**src/rtl/arm_pipe_pkg.sv**
```systemverilog
// Shared types for the ARM-style pipeline stages.
//   exe_mem_ctrl_t : WB/MEM control bits carried from EXE to MEM.
//   exe_mem_beat_t : one EXE->MEM beat at the default widths (32-bit data, 4-bit dest).
//   STATE_*        : encoding of the skid-buffer FSM; also the occupancy value.
package arm_pipe_pkg;

    localparam int unsigned EXE_MEM_DATA_W = 32;
    localparam int unsigned EXE_MEM_DEST_W = 4;

    typedef struct packed {
        logic wb_en;
        logic mem_r_en;
        logic mem_w_en;
    } exe_mem_ctrl_t;

    // Control sits in the MSBs so generic code can clear it by slicing.
    typedef struct packed {
        exe_mem_ctrl_t               ctrl;
        logic [EXE_MEM_DATA_W-1:0]   alu_result;
        logic [EXE_MEM_DATA_W-1:0]   st_val;
        logic [EXE_MEM_DEST_W-1:0]   dest;
    } exe_mem_beat_t;

    localparam logic [1:0] STATE_EMPTY = 2'd0;
    localparam logic [1:0] STATE_ONE   = 2'd1;
    localparam logic [1:0] STATE_TWO   = 2'd2;

    typedef enum logic [1:0] {
        StEmpty = STATE_EMPTY,
        StOne   = STATE_ONE,
        StTwo   = STATE_TWO
    } pipe_state_e;

endpackage

```
**src/rtl/pipe_beat_reg.sv**
```systemverilog
// One pipeline slot: a beat register with a valid bit.
//   clk, rst : clock, asynchronous active-low reset
//   clr      : invalidate the slot and zero its control bits (wins over load)
//   load     : capture d and mark the slot valid
//   d / q    : beat in / beat out (control field in the MSBs)
//   valid    : slot holds a live beat
// Payload bits are kept on clr; only control is zeroed, so an invalid slot
// never carries an asserted enable.
module pipe_beat_reg
    import arm_pipe_pkg::*;
#(
    parameter type beat_t = exe_mem_beat_t
) (
    input  logic  clk,
    input  logic  rst,
    input  logic  clr,
    input  logic  load,
    input  beat_t d,
    output beat_t q,
    output logic  valid
);

    localparam int unsigned BeatW = $bits(beat_t);
    localparam int unsigned CtrlW = $bits(exe_mem_ctrl_t);

    logic [BeatW-1:0] beat_q;
    logic             valid_q;

    always_ff @(posedge clk or negedge rst) begin
        if (!rst) begin
            beat_q  <= '0;
            valid_q <= 1'b0;
        end else if (clr) begin
            beat_q[BeatW-1 -: CtrlW] <= '0;
            valid_q                  <= 1'b0;
        end else if (load) begin
            beat_q  <= d;
            valid_q <= 1'b1;
        end
    end

    assign q     = beat_t'(beat_q);
    assign valid = valid_q;

endmodule

```
**src/rtl/exe_mem_pipe_stage.sv**
```systemverilog
// EXE->MEM pipeline stage with valid/ready handshake, synchronous flush and
// occupancy report.
// Build option: define EXE_MEM_SKID_EN for a 2-entry skid buffer with a
// registered in_ready; otherwise a single register with combinational in_ready.
// Ports:
//   clk, rst (async, active-low), flush (sync, drops everything incl. this cycle's accept)
//   in_valid/in_ready + in_* payload   : from EXE
//   out_valid/out_ready + out_* payload: to MEM, held while out_valid & !out_ready
//   occupancy                          : beats held (0..2)
module exe_mem_pipe_stage
    import arm_pipe_pkg::*;
#(
    parameter int unsigned DATA_W = 32,
    parameter int unsigned DEST_W = 4
) (
    input  logic              clk,
    input  logic              rst,
    input  logic              flush,
    input  logic              in_valid,
    output logic              in_ready,
    input  logic              in_wb_en,
    input  logic              in_mem_r_en,
    input  logic              in_mem_w_en,
    input  logic [DATA_W-1:0] in_alu_result,
    input  logic [DATA_W-1:0] in_st_val,
    input  logic [DEST_W-1:0] in_dest,
    output logic              out_valid,
    input  logic              out_ready,
    output logic              out_wb_en,
    output logic              out_mem_r_en,
    output logic              out_mem_w_en,
    output logic [DATA_W-1:0] out_alu_result,
    output logic [DATA_W-1:0] out_st_val,
    output logic [DEST_W-1:0] out_dest,
    output logic [1:0]        occupancy
);

    typedef struct packed {
        exe_mem_ctrl_t     ctrl;
        logic [DATA_W-1:0] alu_result;
        logic [DATA_W-1:0] st_val;
        logic [DEST_W-1:0] dest;
    } beat_t;

    beat_t in_beat;
    beat_t main_d;
    beat_t main_q;
    logic  main_load;
    logic  main_clr;
    logic  main_valid;
    logic  accept;
    logic  pop;

    always_comb begin
        in_beat.ctrl.wb_en    = in_wb_en;
        in_beat.ctrl.mem_r_en = in_mem_r_en;
        in_beat.ctrl.mem_w_en = in_mem_w_en;
        in_beat.alu_result    = in_alu_result;
        in_beat.st_val        = in_st_val;
        in_beat.dest          = in_dest;
    end

    assign accept = in_valid & in_ready;
    assign pop    = main_valid & out_ready;

    pipe_beat_reg #(
        .beat_t (beat_t)
    ) u_main (
        .clk   (clk),
        .rst   (rst),
        .clr   (main_clr),
        .load  (main_load),
        .d     (main_d),
        .q     (main_q),
        .valid (main_valid)
    );

`ifdef EXE_MEM_SKID_EN

    beat_t       skid_q;
    logic        skid_load;
    logic        skid_clr;
    logic        skid_valid;
    pipe_state_e state_q;
    pipe_state_e state_d;
    logic        in_ready_q;

    pipe_beat_reg #(
        .beat_t (beat_t)
    ) u_skid (
        .clk   (clk),
        .rst   (rst),
        .clr   (skid_clr),
        .load  (skid_load),
        .d     (in_beat),
        .q     (skid_q),
        .valid (skid_valid)
    );

    // Refill main from skid whenever skid holds the older beat.
    assign main_d = skid_valid ? skid_q : in_beat;

    always_comb begin
        state_d   = state_q;
        main_load = 1'b0;
        main_clr  = 1'b0;
        skid_load = 1'b0;
        skid_clr  = 1'b0;
        if (flush) begin
            state_d  = StEmpty;
            main_clr = 1'b1;
            skid_clr = 1'b1;
        end else begin
            unique case (state_q)
                StEmpty: begin
                    if (accept) begin
                        main_load = 1'b1;
                        state_d   = StOne;
                    end
                end
                StOne: begin
                    if (accept && pop) begin
                        main_load = 1'b1;
                    end else if (accept) begin
                        skid_load = 1'b1;
                        state_d   = StTwo;
                    end else if (pop) begin
                        main_clr = 1'b1;
                        state_d  = StEmpty;
                    end
                end
                StTwo: begin
                    if (pop) begin
                        main_load = 1'b1;
                        skid_clr  = 1'b1;
                        state_d   = StOne;
                    end
                end
                default: begin
                    state_d  = StEmpty;
                    main_clr = 1'b1;
                    skid_clr = 1'b1;
                end
            endcase
        end
    end

    // in_ready is registered from the next state so it never depends on out_ready.
    always_ff @(posedge clk or negedge rst) begin
        if (!rst) begin
            state_q    <= StEmpty;
            in_ready_q <= 1'b1;
        end else begin
            state_q    <= state_d;
            in_ready_q <= (state_d != StTwo);
        end
    end

    assign in_ready  = in_ready_q;
    assign occupancy = state_q;

`else

    assign in_ready  = ~main_valid | out_ready;
    assign main_d    = in_beat;
    assign main_load = accept;
    assign main_clr  = flush | (pop & ~accept);
    assign occupancy = {1'b0, main_valid};

`endif

    assign out_valid      = main_valid;
    assign out_wb_en      = main_q.ctrl.wb_en;
    assign out_mem_r_en   = main_q.ctrl.mem_r_en;
    assign out_mem_w_en   = main_q.ctrl.mem_w_en;
    assign out_alu_result = main_q.alu_result;
    assign out_st_val     = main_q.st_val;
    assign out_dest       = main_q.dest;

endmodule

```
**config.mk**
```make
export PLATFORM = sky130hd
export DESIGN_NAME = exe_mem_pipe_stage
export DESIGN_NICKNAME = d
export VERILOG_FILES = /design/src/rtl/arm_pipe_pkg.sv /design/src/rtl/pipe_beat_reg.sv /design/src/rtl/exe_mem_pipe_stage.sv
export SDC_FILE = /design/constraint.sdc
export NUM_CORES = 1
export LEC_CHECK = 0
export BUFFER_PORTS_ARGS = -buffer_cell sky130_fd_sc_hd__buf_2
export CAP_MARGIN = 5
export CORE_UTILIZATION = 46
export CTS_BUF_LIST = sky130_fd_sc_hd__clkbuf_4
export DETAILED_ROUTE_END_ITERATION = 7
export GPL_ROUTABILITY_DRIVEN = 0
export PLACE_DENSITY = 0.88
export SYNTH_ARGS = -nofsm -noshare
export SYNTH_HDL_FRONTEND = slang
export SYNTH_SLANG_ARGS = --single-unit
```
**constraint.sdc**
```tcl
create_clock -name clk -period 1.8 [get_ports clk]
set_input_delay 0.54 -clock clk [delete_from_list [all_inputs] [get_ports clk]]
set_output_delay 0.54 -clock clk [all_outputs]
set_load 0.03 [all_outputs]
```
# After elaboration in Yosys (flattened, before gate mapping)

Index checks and enable logic that the tools add are counted.

Flip-flop bits (word level): 72
Bits of input ports: 76
Output and inout port bits: 75

Mux-type cells: 4
Bitwise logic cells: 8
Reductions and logical operators: 2

Operator list:

| kind              | count |
|---|---|
| $mux 71           | 1 |
| $and 1x1->1       | 3 |
| $mux 3            | 1 |
| $not 1->1         | 3 |
| $mux 1            | 2 |
| $or 1x1->1        | 2 |
| $reduce_and 2->1  | 1 |
| $reduce_bool 2->1 | 1 |

# Depth between registers and ports, before layout

Gate-level depths: netlist (run 1).

Depth after elaboration: 8
Gate-level depth with buffers: 5
Depth with buffers taken out: 4

# Cells and area by module

From an unflattened synthesis (run 1), not the netlist that was laid out.

Cell total of the unflattened synthesis: 165
Area total of the unflattened synthesis: 2841.5 um^2

By module, submodules not included:

| module             | instances | cells each | area an instance (um^2) |
|---|---|---|---|
| pipe_beat_reg      | 1         | 158        | 2788.9 |
| exe_mem_pipe_stage | 1         | 7          | 52.6 |

# Worst setup path before layout (run 1)

No wires, ideal clock.

Path type: input -> register
Start: input port in_valid
End: register u_main.beat_q[35], in the netlist u_main.q[35]
Setup time: 127 ps
Data arrival time: 1587 ps
Required time: 1673 ps
Setup slack: 86 ps
Stages on the path: 5
Buffers on the path: 3
Path through: buf_2 nor3b_4 buf_4 buf_6 mux2_1

Word-level cells in the longest chain between the ends: 6

RTL lines:

| item                            | RTL line                  | text |
|---|---|---|
| from (decl)                     | exe_mem_pipe_stage.sv:19  | `input logic in_valid,` |
| $and 1x1->1 *                   | exe_mem_pipe_stage.sv:63  | `assign accept = in_valid & in_ready;` |
| $not 1->1                       | exe_mem_pipe_stage.sv:167 | `assign main_clr = flush \| (pop & ~accept);` |
| $and 1x1->1                     | exe_mem_pipe_stage.sv:167 |  |
| $or 1x1->1                      | exe_mem_pipe_stage.sv:167 |  |
| $not 1->1 (no line)             | n/a                       |  |
| $reduce_and 2->1 (no line) *    | n/a                       |  |
| to (signal assigned)            | pipe_beat_reg.sv:31       | `beat_q <= '0;` |
| to (signal, indexed assignment) | pipe_beat_reg.sv:34       | `beat_q[BeatW-1 -: CtrlW] <= '0;` |
| to (signal assigned)            | pipe_beat_reg.sv:37       | `beat_q <= d;` |
| to (decl)                       | pipe_beat_reg.sv:26       | `logic [BeatW-1:0] beat_q;` |

Mark *: on every way between the ends. The rest lies on a longest branch, timed or not.
A chain may end at the register's enable or synchronous reset.

# Worst setup path in the final report (run 1)

Start: register u_main.valid_q, in the netlist u_main.valid
End: register u_main.beat_q[62], in the netlist u_main.q[62]

Word-level cells in the longest chain between the ends: 8

RTL lines:

| item                         | RTL line                  | text |
|---|---|---|
| from (decl)                  | pipe_beat_reg.sv:27       | `logic valid_q;` |
| from (signal assigned)       | pipe_beat_reg.sv:32       | `valid_q <= 1'b0;` |
| from (signal assigned)       | pipe_beat_reg.sv:35       | `valid_q <= 1'b0;` |
| from (signal assigned)       | pipe_beat_reg.sv:38       | `valid_q <= 1'b1;` |
| $not 1->1                    | exe_mem_pipe_stage.sv:164 | `assign in_ready = ~main_valid \| out_ready;` |
| $or 1x1->1                   | exe_mem_pipe_stage.sv:164 |  |
| $and 1x1->1                  | exe_mem_pipe_stage.sv:63  |  |
| $not 1->1                    | exe_mem_pipe_stage.sv:167 |  |
| $and 1x1->1                  | exe_mem_pipe_stage.sv:167 |  |
| $or 1x1->1                   | exe_mem_pipe_stage.sv:167 |  |
| $not 1->1 (no line)          | n/a                       |  |
| $reduce_and 2->1 (no line) * | n/a                       |  |

Marks and branches as above.

==> results by stage, run 1 <==
Yosys:
- The simple-gate share of the synthesized area is 2.218%.
- By area, the combinational part of the netlist is dominated by multiplexers.
- The complex-gate fraction of the synthesized area is 1.358%.
- The average instance in the mapped netlist occupies 16.45 um2.
- The post-synth net total is 244.
- The area of the mapped netlist is 2764 um2.
- Ranked by total cell area, the synthesized netlist is headed by dfrtp_1 65%, mux2_2 20%, mux2_1 8.1%, buf_2 0.91%, buf_4 0.81%.
- After synthesis, the share of cell area in mux cells is 28.43%.
- The sequential area share after synthesis is 65.19%.
- The synthesized netlist contains 17 unique library cells.
- The synthesized-area fraction occupied by adder cells is 0%.
- In the synthesized netlist, the number of instances is 168.
- The total of flip-flops plus latches after synthesis is 72.
- The share of the synthesized area in the top cell type is 65.19%.
- For this run, the number of Yosys warnings is 0.
- The synthesized netlist devotes 0% of its cell area to XOR and XNOR gates.
- The cell taking the most area after synthesis is dfrtp_1.

Placement:
- During placement, the flow inserted port buffers numbering 149.
- The total placed cells including tap cells is 384.
- At the placement stage, the worst setup path has a slack of 0.003374 ns.
- The cell area after placement is 3605 um2.
- The wire-length estimate of the detail-placed layout is 4424 um.

Pwr:
- The power spent charging and discharging nets is 0.001510 W.
- For this design the static power due to leakage is 1.859 nW.
- The share of power burned in the clock network is 19.8%.
- The share of total power in sequential cells is 48.8%.
- Dividing total power by cell area gives a power density of 1107 nW/um2.
- The combinational power share is 31.5%.
- The worst IR drop on VDD is 0.5698 mV.
- The internal power summed over all cells is 0.002617 W.
- The switching part of the total power is 36.59%.

Clocking:
- The post-cts gate resize count is 0.
- The clock sink count is 72.
- Clock tree synthesis inserted a total of 9 buffers.
- The clock insertion delay at the later pin of the skew report is 0.39 ns.
- Once the clock tree was built, the setup fixing pass inserted 2 buffers.
- The clock-pin slew on the worst setup and hold paths is 0.11 ns.
- The cell sitting at the root of the clock tree is a clkbuf_4.
- The maximum buffer depth of the clock tree is 2.
- The level count of the clock H-tree is 3.
- For this design, the CTS-stage hold fixing added 0 buffers.
- The clock tree from TritonCTS is done.

Global route:
- The pin count of the biggest net entering global routing is 73.
- The via count of the first global-routing pass is 2061.
- The initial antenna violation count is 0.
- Global routing finished with a remaining overflow of 0.
- The first-pass GRT wire length is 9246 um.
- The total global-route track usage is 19.87%.

Drt:
- The iteration-0 DRC count of the detailed router is 43.
- Dividing the detail-routed wire length by the instance count gives 14.69 um.
- The remaining routing DRC violations is 0.
- The number of detailed-routing iterations run before antenna repair is 2.
- The total via count in the routed design is 1980.
- Using the TritonRoute via totals, the vias-per-cell ratio works out to 4.925.
- Once detail routing completed, the nets flagged for antenna violations numbered 0.
- The post-detailed-routing wire length is 5906 um.

Worst setup path:
- The largest fanout on the critical path is 42.
- The critical path's slowest cell is dfrtp_1.
- The kind of critical path is register to register.
- The kind of launch point of the worst setup path is a register.
- The launching point of the worst reg2reg path is u_main.valid.
- The nature of the critical path endpoint is a register.
- For the worst setup path, the data arrival time is 2.02 ns.
- The critical path starts at u_main.valid.
- The highest cell delay on the worst timing path is 0.40 ns.
- Walking the worst path, the cells encountered are nor2b_4 > buf_4 > nor3b_4 > buf_12 > mux2_2.
- The data required time at the worst endpoint is 2.08 ns.

Floorplan:
- The core area is 5642 um2.
- The full die area is 6323 um2.
- The initialized floorplan defines 27 standard-cell rows.
- The number of I/O pins is 151.
- The die outline width is 79.52 um.
- The starting utilization of the core area is 48.99%.
- The vertical extent of the die is 79.52 um.

Timing:
- The setup TNS is 0 ns.
- Setup repair after global routing left no endpoint under its margin.
- The minimum period implied by the final worst setup slack is 1.737 ns.
- On the final layout, the worst clock skew is 0.009442 ns.
- Setup violations remaining at the end of the flow were counted as 0.
- Once routing completed, OpenROAD measured the worst setup slack at 0.06304 ns.
- The final count of hold timing violations was 0.
- Of the available clock period, the critical path in the final layout requires 96.50%.
- Static timing analysis puts the maximum clock frequency at 0.5757 GHz.
- The max-slew violation total from the final report came to 0.

Min path:
- The kind of path behind the tightest hold check is primary input to async pin.

Cells and area:
- Cells with a size suffix above 1 make up 67.58% of the layout.
- After routing the design area is 3726 um2.
- Leaving out filler cells and counting taps, the final layout contains 402.
- For this run, the post-layout net count is 401.
- 0 antenna diodes ended up in the layout.
- The area added between synthesis and finish is 34.81%.

Status:
- The flow ran to the end, and the final reports show no timing, DRC or antenna violations.

Job:
- The tool flagged a number of max-cap violations equal to 0.
==> cells in the mapped netlist, drive strengths merged <==
master / number
a21oi: 3
mux2i: 2
nor2b: 1
or2: 2
dfrtp: 72
inv: 1
o21ai: 1
nand3: 1
a32oi: 2
nor3b: 1
mux2: 68
conb: 1
buf: 10
nor2: 3
==> state kept, by name, summed over array words and instances, names as in the netlist <==
register and cells:
u_main.valid 1, u_main.q 71
==> stage by stage <==
stage	hold slack, ns	total power (W)	utilization [%]
2_1_floorplan	0.2444	0.002882	-
3_3_place_gp	0.4609	0.003307	63.89
3_5_place_dp	0.4695	0.003357	63.89
4_1_cts	0.1381	0.004179	66.05
5_1_grt	0.1432	0.004337	66.05
6_report	0.1331	0.004126	66.05
==> cell families after synthesis <==
logic type	count (synthesis)
flip-flops	72
other	1
AND/OR/NAND/NOR	8
buffers and inverters	11
multiplexers	70
AO/OA/AOI/OAI	6
==> worst max-delay path, delay by kind of cell (launching register included) <==
family | cells | cell delay (ns)
and+or+nand+nor | 2 | 0.41
muxes | 1 | 0.36
buffers and inverters | 2 | 0.42
DFF | 1 | 0.40
==> per-layer routing <==
metal  global-route usage [%]  wire, um  share of wire, %  vias to the layer above
li1                         -         -                 -                      903
met1                    20.05      2119                36                      967
met2                    34.70      3102                53                       96
met4                    10.55       142               2.4                        0
met3                    8.114       542               9.2                       14
met5                        0         0                 0                        -
==> final timing paths <==
check	end	slack, ns	cells past startpoint
setup / recovery	u_main.q[62]	0.06	5
hold / removal	u_main.q[37]	0.13	2
setup reg to reg	u_main.q[62]	0.06	5
hold reg to reg	u_main.q[50]	0.49	1
max in group asynchronous	u_main.q[62]	1.34	2
min in group clk	u_main.q[43]	0.35	2
==> power by group through the flow <==
stage | Sequential [W] | Clock [W] | Combinational [W]
5_1_grt | 0.00205 | 0.000915 | 0.00138
3_3_place_gp | 0.00203 | 0 | 0.00128
4_1_cts | 0.00202 | 0.000848 | 0.00132
3_5_place_dp | 0.00205 | 0 | 0.00131
6_report | 0.00201 | 0.000815 | 0.00130
2_1_floorplan | 0.00258 | 0 | 0.000298
==> final cells by class <==
class	instances	area (um2)
inverters	1	3.754
flip-flops and latches	72	1802
multi-input cells	85	888.4
clock buffers	9	67.56
well taps	72	90.09
fillers	440	1916
repair buffers	156	835.8
clock inverters	7	38.79
==> cells in the final DEF (no fill, tap or decap) <==
cell / instances
buf_2: 149
dfrtp_1: 72
mux2_2: 48
mux2_1: 20
clkbuf_4: 9
clkinv_2: 4
buf_4: 4
nor2_1: 3
a21oi_1: 3
buf_12: 3
mux2i_1: 2
or2_2: 2
a32oi_1: 2
clkinvlp_4: 2
nor2b_4: 1
nor3b_4: 1
o21ai_0: 1
inv_1: 1
nand3_1: 1
conb_1: 1
clkinv_1: 1
Note: power is estimated with default switching activity, not from simulation.
==> run 2: changes to the inputs <==
ABC_AREA = 1   (was default)
PLACE_DENSITY = 0.87   (was 0.88)
==> run 2 against run 1 <==
Against the previous run: register-to-register slack improved by 0.45 ns; clock skew grew 0.0065 ns; core utilization is 2.3 points lower; cell count grew 35%; total power down 4.4%; synthesized cell count is 90% higher; flip-flop and latch count did not move; highest routed layer unchanged; critical endpoint is now in_ready; count of clock-buffer cells in the layout up 2.
==> results by stage, run 2 <==
Drt:
- The total via count in the routed design is 2673.
- The remaining routing DRC violations is 0.
- The iteration-0 DRC count of the detailed router is 115.
- The first TritonRoute pass finished after 4 iterations.
- Once detail routing completed, the nets flagged for antenna violations numbered 0.
- The post-detailed-routing wire length is 6945 um.
- The routed wire length per instance is 12.77 um.
- In the routed layout, each cell is associated on average with a via count of 4.914.

Timing:
- Setup total negative slack on the finished layout was measured at 0 ns.
- The ratio of final minimum period to clock period is 94.78%.
- The worst hold margin is 0.1277 ns.
- The final count of hold timing violations is 0.
- The max-slew violation total from the final report is 0.
- The count of endpoints failing setup in the final report is 0.
- Setup repair after global routing left no endpoint under its margin.
- Static timing analysis puts the maximum clock frequency at 0.5861 GHz.
- The clock skew after layout is 0.01589 ns.
- After layout, the minimum clock period comes to 1.706 ns.

Floorplan:
- The die outline width is 80.91 um.
- The floorplan step set the die height to 80.91 um.
- Pin placement for this block handled 151 I/O pins.
- In this run the standard cell core region covers 5956 um2.
- The full die area is 6546 um2.
- In this run the core area contains 28 standard-cell rows.
- The starting utilization of the core area is 48.09%.

Worst setup path:
- At the worst endpoint, the arrival time is 1.17 ns.
- The largest fanout on the critical path is 5.
- The data required time at the worst endpoint is 1.26 ns.
- The kind of critical path is register to output pin.
- The kind of launch point of the worst setup path is a register.
- The nature of the critical path endpoint is an output pin.

Yosys:
- The post-synth net total is 396.
- nand2_1 is the most common cell in the netlist.
- Summing the areas of all and, or, nand and nor instances in the mapped netlist gives 32.15% of the synthesized area.
- The share of flip-flops with an asynchronous set or reset is 100.0%.
- The combinational family with the most area after synthesis is simple AND/OR/NAND/NOR gates.
- Of the total synthesized cell area, the portion taken by XOR and XNOR cells is 0%.
- The instance count of the mapped netlist is 320.
- In this run, synthesis inferred 0 flip-flops with an integrated enable.
- Ranked by instance count, the synthesized netlist is headed by 142 x nand2_1, 74 x nand3_1, 72 x dfrtp_1, 11 x clkbuf_1, 10 x buf_2.
- The total of flip-flops plus latches after synthesis is 72.
- In the synthesized netlist the dominant register cell turns out to be dfrtp_1.
- Sequential cells were found to cover 62.91% of the synthesized design area.
- The synthesized netlist devotes 0% of its cell area to adder and majority cells.
- The fraction of synthesized area in multiplexers is 0%.
- During synthesis, Yosys emitted a total of 0 warnings.
- The area of the mapped netlist is 2864 um2.
- The number of distinct standard cells referenced by the synthesized netlist is 12.
- After synthesis, the cell types taking the most area are dfrtp_1 63%, nand2_1 19%, nand3_1 13%, buf_2 1.7%, clkbuf_1 1.4%.
- In this run the mean area of a mapped cell was 8.950 um2.
- Summed over all instances, the cell type with the most area after synthesis is dfrtp_1.
- Summing the areas of all compound-gate instances in the mapped netlist gives 0.1747% of the synthesized area.
- The share of the synthesized area in the top cell type is 62.91%.

Cells and area:
- The diode insertion count for antenna repair is 0.
- The finished cells cover 3795 um2.
- In the layout the commonest cells are 148 x buf_2, 141 x nand2_1, 74 x nand3_1.
- The most frequent standard cell in the layout excluding fill and tap cells is buf_2.
- The number of flip-flops in the largest register is 71.
- The area added between synthesis and finish is 32.50%.
- The final net count is 540.
- In the final layout, the share of cells above drive strength 1 is 37.31%.

Global route:
- The first-pass GRT wire length is 10520 um.
- The initial antenna violation count is 0.
- The total global-route track usage is 21.33%.
- The via count of the first global-routing pass was 2405.
- Entering global routing, the biggest net connects 73 pins.
- After global routing the overflow that remains totals 0.

Clocking:
- The level count of the clock H-tree is 3.
- The clock passes through at most 2 buffers.
- The clock insertion delay at the later pin of the skew report is 0.39 ns.
- The clock tree from TritonCTS is done.
- The setup fix buffers added after clock tree synthesis is 0.
- Clock tree synthesis found a total of 72 sinks.
- The number of buffers created by CTS is 9.
- In this run the clock root is driven by a clkbuf_4.
- The number of hold-repair buffers added at the cts stage is 0.
- The clock-pin slew on the worst setup and hold paths is 0.12 ns.
- In this run, post-CTS repair resized a total of 0 instances.

Placement:
- The number of buffer cells added on primary ports is 149.
- Once placement finished, the instance area stood at 3689 um2.
- The post-detailed-placement half-perimeter wirelength is 4996 um.

Min path:
- The kind of path behind the tightest hold check is primary input to async pin.

Status:
- The run finished with clean final reports.

Pwr:
- The worst IR drop on VDD is 0.5705 mV.
- The static leakage power is 2.274 nW.
- Power spread over the standard cell area amounts to 1040 nW/um2.

Job:
- The count of maximum capacitance violations is 0.
run 2: cell types whose count changed in the layout (fill, tap and decap cells not counted), moves of 3 or more:
cell / before / now
nand2_1: 0 / 141
nand3_1: 1 / 74
mux2_2: 48 / 0
mux2_1: 20 / 0
nor2_1: 3 / 0
inv_1: 1 / 4
run 2: report_power, final:
part	total (W)	switching (W)	internal [W]
Sequential	0.00196	0.000123	0.00184
Combinational	0.00116	0.000819	0.000337
Clock	0.000824	0.000522	0.000303
run 2: worst paths after layout:
path                            cells past startpoint      endpoint  slack [ns]          start
worst max-delay path                                2      in_ready        0.09   u_main.valid
worst min-delay path                                2  u_main.q[27]        0.13            rst
worst max register to register                      5  u_main.q[68]        0.51   u_main.valid
worst min register to register                      2  u_main.q[55]        0.48   u_main.q[55]
max in group asynchronous                           2  u_main.valid        1.36            rst
min in group clk                                    3  u_main.q[33]        0.37  in_st_val[29]
run 2: critical path: stages (launching register included):
cell and delay [ns]:
dfrtp_1 0.43, nand2_2 0.14, buf_2 0.22
run 2: cell type report:
type | instances | area (um2)
Timing Repair Buffer | 157 | 845.8
Sequential cell | 72 | 1802
Clock buffer | 11 | 82.58
Fill cell | 541 | 2161
Multi-Input combinational cell | 220 | 932.1
Clock inverter | 5 | 23.77
Tap cell | 75 | 93.84
Inverter | 4 | 15.01
run 2: logic make-up (layout without fill, tap and decap cells):
family,after synthesis,count (layout)
flip-flops,72,72
AND/OR/NAND/NOR,218,218
AO/OA/AOI/OAI,1,1
other,1,1
buffers and inverters,28,177
run 2: per-layer routing:
layer	GRT usage (%)	wire length (um)
met1	24.80	2877
met5	0	0
met4	10.36	135
met3	5.730	435
met2	36.39	3495
run 2: stage by stage:
| step | util, % | std cells | total power (W) | worst slack [ns] |
|---|---|---|---|---|
| global placement | 61.93 | 528 | 0.003123 | 0.2824 |
| floorplan | - | 320 | 0.002720 | 0.1320 |
| detailed placement | 61.93 | 528 | 0.003163 | 0.2322 |
| finish | 63.72 | 544 | 0.003945 | 0.09389 |
| CTS | 63.72 | 544 | 0.003979 | 0.05604 |
| global route | 63.72 | 544 | 0.004170 | 0.004602 |
